==> src/rtl/alu_share_arbiter_pkg.sv <==
// Shared constants and types for the two-requester shared add/sub/compare unit.
package alu_share_arbiter_pkg;

    localparam int DATA_W = 32;
    localparam int CNT_W  = 4;

    localparam logic [1:0] OP_ADD  = 2'b00;
    localparam logic [1:0] OP_SUB  = 2'b01;
    localparam logic [1:0] OP_SLT  = 2'b10;
    localparam logic [1:0] OP_SLTU = 2'b11;

    typedef enum logic [1:0] {
        ST_IDLE   = 2'd0,
        ST_SETTLE = 2'd1,
        ST_RESP   = 2'd2
    } state_e;

    // Two's-complement overflow from the sign bits of both adder inputs and the sum.
    function automatic logic signed_ovf(input logic a_msb, input logic b_msb, input logic s_msb);
        return (a_msb == b_msb) && (s_msb != a_msb);
    endfunction

endpackage

==> src/rtl/alu_share_arbiter_if.sv <==
// Requester and response bundle between the ALU requesting units and the shared adder.
interface alu_share_arbiter_if;
    import alu_share_arbiter_pkg::*;

    logic              req0;
    logic [1:0]        op0;
    logic [DATA_W-1:0] x0;
    logic [DATA_W-1:0] y0;
    logic              req1;
    logic [1:0]        op1;
    logic [DATA_W-1:0] x1;
    logic [DATA_W-1:0] y1;
    logic              gnt0;
    logic              gnt1;
    logic              rsp_valid;
    logic              rsp_ready;
    logic              rsp_id;
    logic [DATA_W-1:0] result;
    logic              overflow;

    modport master (
        output req0, op0, x0, y0, req1, op1, x1, y1, rsp_ready,
        input  gnt0, gnt1, rsp_valid, rsp_id, result, overflow
    );

    modport slave (
        input  req0, op0, x0, y0, req1, op1, x1, y1, rsp_ready,
        output gnt0, gnt1, rsp_valid, rsp_id, result, overflow
    );

endinterface

==> src/rtl/alu_share_core.sv <==
// Combinational 32-bit ripple-carry add/subtract datapath with overflow and compare flags.
module alu_share_core
    import alu_share_arbiter_pkg::*;
(
    input  logic [1:0]        op,
    input  logic [DATA_W-1:0] x,
    input  logic [DATA_W-1:0] y,
    output logic [DATA_W-1:0] sum,
    output logic              carry_out,
    output logic              ovf,
    output logic              set_lt
);

    logic [DATA_W-1:0] b_s;
    logic              cin_s;
    logic              carry_s;

    // Second adder operand and carry-in: subtraction and compares use x + ~y + 1.
    always_comb begin
        b_s   = y;
        cin_s = 1'b0;
        if (op == OP_ADD) begin
            b_s   = y;
            cin_s = 1'b0;
        end else begin
            b_s   = ~y;
            cin_s = 1'b1;
        end
    end

    // Ripple-carry chain of full-adder cells, bit 0 first.
    always_comb begin
        carry_s = cin_s;
        sum     = {DATA_W{1'b0}};
        for (int i = 0; i < DATA_W; i++) begin
            sum[i]  = x[i] ^ b_s[i] ^ carry_s;
            carry_s = (x[i] & b_s[i]) | (carry_s & (x[i] ^ b_s[i]));
        end
        carry_out = carry_s;
    end

    assign ovf    = signed_ovf(x[DATA_W-1], b_s[DATA_W-1], sum[DATA_W-1]);
    // Signed less-than: the sign of x - y is wrong exactly when the subtraction overflowed.
    assign set_lt = sum[DATA_W-1] ^ ovf;

endmodule

==> src/rtl/alu_share_arbiter.sv <==
// Round-robin arbiter and sequencer sharing one ripple add/sub/compare datapath between two requesters.
module alu_share_arbiter
    import alu_share_arbiter_pkg::*;
#(
    parameter int unsigned SETTLE_CYC = 4,
    parameter int unsigned WIDTH      = 32
) (
    input  logic              clk,
    input  logic              rst_n,
    alu_share_arbiter_if.slave bus
);

    localparam logic [CNT_W-1:0] CNT_LOAD = CNT_W'(SETTLE_CYC - 1);

    state_e           state_r;
    logic [CNT_W-1:0] cnt_r;
    logic             last_gnt_r;
    logic             own_r;
    logic             gnt0_r;
    logic             gnt1_r;
    logic             rsp_valid_r;
    logic             rsp_id_r;
    logic             overflow_r;
    logic [1:0]       op_r;
    logic [WIDTH-1:0] x_r;
    logic [WIDTH-1:0] y_r;
    logic [WIDTH-1:0] result_r;

    logic             any_req_s;
    logic             pick0_s;
    logic [WIDTH-1:0] sum_s;
    logic [WIDTH-1:0] res_s;
    logic             cout_s;
    logic             ovf_s;
    logic             set_lt_s;
    logic             ovf_sel_s;

    alu_share_core u_core (
        .op        (op_r),
        .x         (x_r),
        .y         (y_r),
        .sum       (sum_s),
        .carry_out (cout_s),
        .ovf       (ovf_s),
        .set_lt    (set_lt_s)
    );

    // Round-robin pick: a lone request wins, on contention the requester not granted last wins.
    always_comb begin
        any_req_s = bus.req0 | bus.req1;
        pick0_s   = 1'b0;
        if (bus.req0 && bus.req1) begin
            pick0_s = last_gnt_r;
        end else if (bus.req0) begin
            pick0_s = 1'b1;
        end else begin
            pick0_s = 1'b0;
        end
    end

    // Result selection from the settled adder outputs.
    always_comb begin
        res_s     = sum_s;
        ovf_sel_s = ovf_s;
        case (op_r)
            OP_ADD, OP_SUB: begin
                res_s     = sum_s;
                ovf_sel_s = ovf_s;
            end
            OP_SLT: begin
                res_s     = {{(WIDTH-1){1'b0}}, set_lt_s};
                ovf_sel_s = 1'b0;
            end
            OP_SLTU: begin
                res_s     = {{(WIDTH-1){1'b0}}, ~cout_s};
                ovf_sel_s = 1'b0;
            end
            default: begin
                res_s     = {WIDTH{1'b0}};
                ovf_sel_s = 1'b0;
            end
        endcase
    end

    // Sequencer FSM with operand, result and handshake registers.
    always_ff @(posedge clk or negedge rst_n) begin
        if (!rst_n) begin
            state_r     <= ST_IDLE;
            cnt_r       <= {CNT_W{1'b0}};
            last_gnt_r  <= 1'b1;
            own_r       <= 1'b0;
            gnt0_r      <= 1'b0;
            gnt1_r      <= 1'b0;
            rsp_valid_r <= 1'b0;
            rsp_id_r    <= 1'b0;
            overflow_r  <= 1'b0;
            op_r        <= 2'b00;
            x_r         <= {WIDTH{1'b0}};
            y_r         <= {WIDTH{1'b0}};
            result_r    <= {WIDTH{1'b0}};
        end else begin
            gnt0_r <= 1'b0;
            gnt1_r <= 1'b0;
            case (state_r)
                ST_IDLE: begin
                    if (any_req_s) begin
                        gnt0_r     <= pick0_s;
                        gnt1_r     <= ~pick0_s;
                        last_gnt_r <= ~pick0_s;
                        own_r      <= ~pick0_s;
                        op_r       <= pick0_s ? bus.op0 : bus.op1;
                        x_r        <= pick0_s ? bus.x0  : bus.x1;
                        y_r        <= pick0_s ? bus.y0  : bus.y1;
                        cnt_r      <= CNT_LOAD;
                        state_r    <= ST_SETTLE;
                    end else begin
                        state_r <= ST_IDLE;
                    end
                end
                ST_SETTLE: begin
                    if (cnt_r == {CNT_W{1'b0}}) begin
                        result_r   <= res_s;
                        overflow_r <= ovf_sel_s;
                        rsp_id_r   <= own_r;
                        state_r    <= ST_RESP;
                    end else begin
                        cnt_r <= cnt_r - CNT_W'(1);
                    end
                end
                ST_RESP: begin
                    // Response is presented one cycle after the result registers load.
                    if (!rsp_valid_r) begin
                        rsp_valid_r <= 1'b1;
                    end else if (bus.rsp_ready) begin
                        rsp_valid_r <= 1'b0;
                        state_r     <= ST_IDLE;
                    end else begin
                        rsp_valid_r <= 1'b1;
                    end
                end
                default: begin
                    rsp_valid_r <= 1'b0;
                    state_r     <= ST_IDLE;
                end
            endcase
        end
    end

    assign bus.gnt0      = gnt0_r;
    assign bus.gnt1      = gnt1_r;
    assign bus.rsp_valid = rsp_valid_r;
    assign bus.rsp_id    = rsp_id_r;
    assign bus.result    = result_r;
    assign bus.overflow  = overflow_r;

endmodule

==> src/flat_wrapper.sv <==
// flat-port wrapper written by rule: the top's interface ports become plain ports
module alu_share_arbiter_flat import alu_share_arbiter_pkg::*;
#(
    parameter int unsigned SETTLE_CYC = 4,
    parameter int unsigned WIDTH      = 32
)
  (clk, rst_n, bus_req0, bus_op0, bus_x0, bus_y0, bus_req1, bus_op1, bus_x1, bus_y1, bus_rsp_ready, bus_gnt0, bus_gnt1, bus_rsp_valid, bus_rsp_id, bus_result, bus_overflow);
  alu_share_arbiter_if bus_i ();
  input  logic clk;
  input  logic rst_n;
  input wire logic [$bits(bus_i.req0)-1:0] bus_req0;
  input wire logic [$bits(bus_i.op0)-1:0] bus_op0;
  input wire logic [$bits(bus_i.x0)-1:0] bus_x0;
  input wire logic [$bits(bus_i.y0)-1:0] bus_y0;
  input wire logic [$bits(bus_i.req1)-1:0] bus_req1;
  input wire logic [$bits(bus_i.op1)-1:0] bus_op1;
  input wire logic [$bits(bus_i.x1)-1:0] bus_x1;
  input wire logic [$bits(bus_i.y1)-1:0] bus_y1;
  input wire logic [$bits(bus_i.rsp_ready)-1:0] bus_rsp_ready;
  output wire logic [$bits(bus_i.gnt0)-1:0] bus_gnt0;
  output wire logic [$bits(bus_i.gnt1)-1:0] bus_gnt1;
  output wire logic [$bits(bus_i.rsp_valid)-1:0] bus_rsp_valid;
  output wire logic [$bits(bus_i.rsp_id)-1:0] bus_rsp_id;
  output wire logic [$bits(bus_i.result)-1:0] bus_result;
  output wire logic [$bits(bus_i.overflow)-1:0] bus_overflow;
  assign bus_i.req0 = bus_req0;
  assign bus_i.op0 = bus_op0;
  assign bus_i.x0 = bus_x0;
  assign bus_i.y0 = bus_y0;
  assign bus_i.req1 = bus_req1;
  assign bus_i.op1 = bus_op1;
  assign bus_i.x1 = bus_x1;
  assign bus_i.y1 = bus_y1;
  assign bus_i.rsp_ready = bus_rsp_ready;
  assign bus_gnt0 = bus_i.gnt0;
  assign bus_gnt1 = bus_i.gnt1;
  assign bus_rsp_valid = bus_i.rsp_valid;
  assign bus_rsp_id = bus_i.rsp_id;
  assign bus_result = bus_i.result;
  assign bus_overflow = bus_i.overflow;
  alu_share_arbiter #(.SETTLE_CYC(SETTLE_CYC), .WIDTH(WIDTH)) u_core (.clk(clk), .rst_n(rst_n), .bus(bus_i));
endmodule
==> config.mk <==
export PLATFORM = sky130hd
export DESIGN_NAME = alu_share_arbiter_flat
export DESIGN_NICKNAME = d
export VERILOG_FILES = /design/src/rtl/alu_share_arbiter_pkg.sv /design/src/rtl/alu_share_arbiter_if.sv /design/src/rtl/alu_share_core.sv /design/src/rtl/alu_share_arbiter.sv /design/src/flat_wrapper.sv
export SDC_FILE = /design/constraint.sdc
export NUM_CORES = 1
export LEC_CHECK = 0
export ABC_AREA = 1
export CAP_MARGIN = 20
export CELL_PAD_IN_SITES_DETAIL_PLACEMENT = 1
export CELL_PAD_IN_SITES_GLOBAL_PLACEMENT = 1
export CORE_MARGIN = 5
export CORE_UTILIZATION = 32
export DETAILED_ROUTE_END_ITERATION = 8
export GPL_ROUTABILITY_DRIVEN = 0
export PLACE_DENSITY_LB_ADDON = 0.1
export SYNTH_ARGS = -nofsm -noshare
export SYNTH_HDL_FRONTEND = slang
export SYNTH_SLANG_ARGS = --single-unit
==> constraint.sdc <==
create_clock -name clk -period 13 [get_ports clk]
set_input_delay 1.3 -clock clk [delete_from_list [all_inputs] [get_ports clk]]
set_output_delay 1.3 -clock clk [all_outputs]
set_load 0.1 [all_outputs]
==> reports/results.txt <==
Core area: 0.0180 mm^2
CTS Buf Count: 9
Pre-antenna DRT Iters: 4
# H-tree levels: 3
Initial Utilization: 32.5%
RSZ-0062 raised after global routing: false
Global-route wire length before repair: 30.0 mm
Hpwl dp: 13.4 mm
Post-Route WL: 17.8 mm
Share of layout cells above drive strength 1: 8.49%
Post-Synthesis Cells: 657
VDD IR max: 0.000119 V
Hold Fails Final Rpt: 0
Clock transition at path regs: 0.07 ns
Final std cells w/o fill: 1042
Critical path's slowest cell: fa_1
Diode count: 0
Avg Cell Area, Syn: 8.92 um^2
Critical Path RT: 13.26 ns
Post-synthesis sequential area ratio: 47.4%
Hold-fix buffers at CTS: 0
Via count of the first global-routing pass: 5933
Max Clk Rate: 0.0793 GHz
Worst path max stage delay: 0.45 ns
Final Max Slew Viols: 0
Netlist Area Pre-Place: 0.00586 mm^2
Most common cell on crit path: fa_2
Die Area: 0.0211 mm^2
Grt ovf: 0
Clock Tree Buf Depth: 2
Max-slew headroom: 30.1%
Total Nets Final: 978
Status: complete, no violations
Row cnt: 49
Largest net degree at the start of global routing: 83
Hold Slack: 0.467 ns
Measured slew at the worst slew-check pin: 1.05 ns
Initial antenna violation count: 0
Yosys warns: 0
Net Count, Synth: 827
Hold WC Path Type: reg -> reg
Chip Width: 145 um
Final ANT Viol Nets: 0
DP Cell Count: 1024
Final period util: 97.0%
CP max FO: 4
Residual DRC count: 0
Clock period minus worst slack: 12.61 ns
Startpoint types: flip-flop
Crit path kind: reg -> reg
Gr usage total: 17.1%
Via count: 5110
Util after Layout: 45.5%
Clock latency on the worst-skew pair: 0.34 ns
MaxCap Viol Count: 0
Flop2flop setup slack: 0.39 ns
CTS tree: yes
Distinct cell type count after synthesis: 19
Clock root cell: clkbuf_16
Routed WL per cell: 17.1 um
Crit path DAT: 12.87 ns
#FFs+latches synth: 111
Vias/cell: 4.90
Post-CTS setup buffer count: 0
PwrDens: 298 mW/mm^2
Die height: 145 um
DRT iter0 DRCs: 167
Static leakage: 3.35 nW
Port Buf Inserts: 173
Final setup fails: 0
# clock sinks: 111
Layout area overhead: 39.9%
Worst Skew: 0.00660 ns
CP Capture Type: flip-flop
Ports: 174
flip-flops by register name, summed over array words and instances, names as in the netlist:
register              flops
u_core.bus.rsp_id         1
u_core.x_r               32
u_core.y_r               32
u_core.last_gnt_r         1
u_core.bus.result        32
u_core.bus.overflow       1
u_core.op_r               2
u_core.bus.rsp_valid      1
u_core.cnt_r              4
u_core.state_r            2
u_core.own_r              1
u_core.bus.gnt1           1
u_core.bus.gnt0           1
Yosys cell counts (all sizes together):
library cell  count  share of area (%)
clkbuf           15               0.96
nor2             75                4.9
buf              33                2.6
xnor2            29                4.3
dfrtp           110                 47
a21oi             6               0.51
o21ai            37                3.2
dfstp             1               0.45
nand3b            1               0.13
fa               31                 11
xor2              4               0.60
ha                2               0.43
nand2           160                 10
nand3            70                6.0
a31oi            66                7.0
inv              17                1.1
power breakdown:
group	total (W)	internal, W	switching, W
Combinational	0.00153	0.000551	0.000974
Sequential	0.000641	0.000515	0.000126
Clock	0.000275	0.000154	0.000121
Total	0.00244	0.00122	0.00122
final timing paths:
path                                                   endpoint                        from  cells after the start
min in group asynchronous             u_core.bus.gnt1$_DFF_PN0_                       rst_n                      1
worst max-delay path            u_core.bus.overflow$_DFFE_PN0P_  u_core.op_r[1]$_DFFE_PN0P_                     37
max in group asynchronous            u_core.x_r[18]$_DFFE_PN0P_                       rst_n                      3
worst max register to register  u_core.bus.overflow$_DFFE_PN0P_  u_core.op_r[1]$_DFFE_PN0P_                     37
worst min-delay path              u_core.bus.rsp_id$_DFFE_PN0P_    u_core.own_r$_DFFE_PN0P_                      2
worst min register to register    u_core.bus.rsp_id$_DFFE_PN0P_    u_core.own_r$_DFFE_PN0P_                      2
per-stage QoR:
step | area (um^2) | power [W] | worst slack (ns) | setup TNS, ns
after detailed placement | 7840 | 0.00219 | -0.237 | -0.460
after global routing | 8200 | 0.00267 | 0.00158 | 0
after global placement | 7840 | 0.00215 | -0.105 | -0.187
after floorplan | 5940 | 0.00177 | 0.0473 | 0
after CTS | 8150 | 0.00249 | 0.0389 | 0
final | 8200 | 0.00244 | 0.389 | 0
layer usage:
layer	GRT usage (%)	up-vias	part of all wire, %
li1	-	2478	-
met5	0	-	0
met1	20.9	2493	43
met3	3.61	17	4.8
met4	5.22	0	1.7
met2	30.4	122	51
layout by cell type (no fill, tap or decap), drive strengths merged:
cell / count
inv: 17
dfrtp: 110
clkdlybuf4s50: 171
xnor2: 29
xor2: 4
dfstp: 1
nand3b: 1
nand2: 160
nor2: 75
bufinv: 1
buf: 17
ha: 2
a21oi: 6
fa: 31
clkbuf: 12
a31oi: 66
clkinv: 3
o21ai: 37
nand3: 70
area by class of cell:
cell class | count | area (um^2)
repair buffers | 188 | 1860
multi-input cells | 481 | 2910
inverters | 17 | 63.8
fillers | 2077 | 9830
clock inverters | 4 | 45.0
clock buffers | 12 | 246
well taps | 229 | 287
flip-flops and latches | 111 | 2780
worst max-delay path, delay by kind of cell (launching register included):
family | cells | cell delay (ns)
DFF | 1 | 0.42
adders and majority gates | 31 | 11.42
buffers and inverters | 1 | 0.09
and+or+nand+nor | 2 | 0.24
AOI/OAI and AO/OA | 2 | 0.27
xor gates and xnor gates | 1 | 0.09
cells by family after synthesis:
family | share of synthesized area (%)
buf+inv | 4.70
fa+ha+maj | 11.0
compound gates | 10.7
simple gates | 21.2
xor+xnor | 4.93
flops | 47.4
timing repair:
| item | in CTS | in global routing |
|---|---|---|
| endpoints found under the setup margin | 3 | 3 |
| pin swaps | 0 | 10 |
| gates resized for setup | 6 | 4 |
Note: power is estimated with default switching activity, not from simulation.
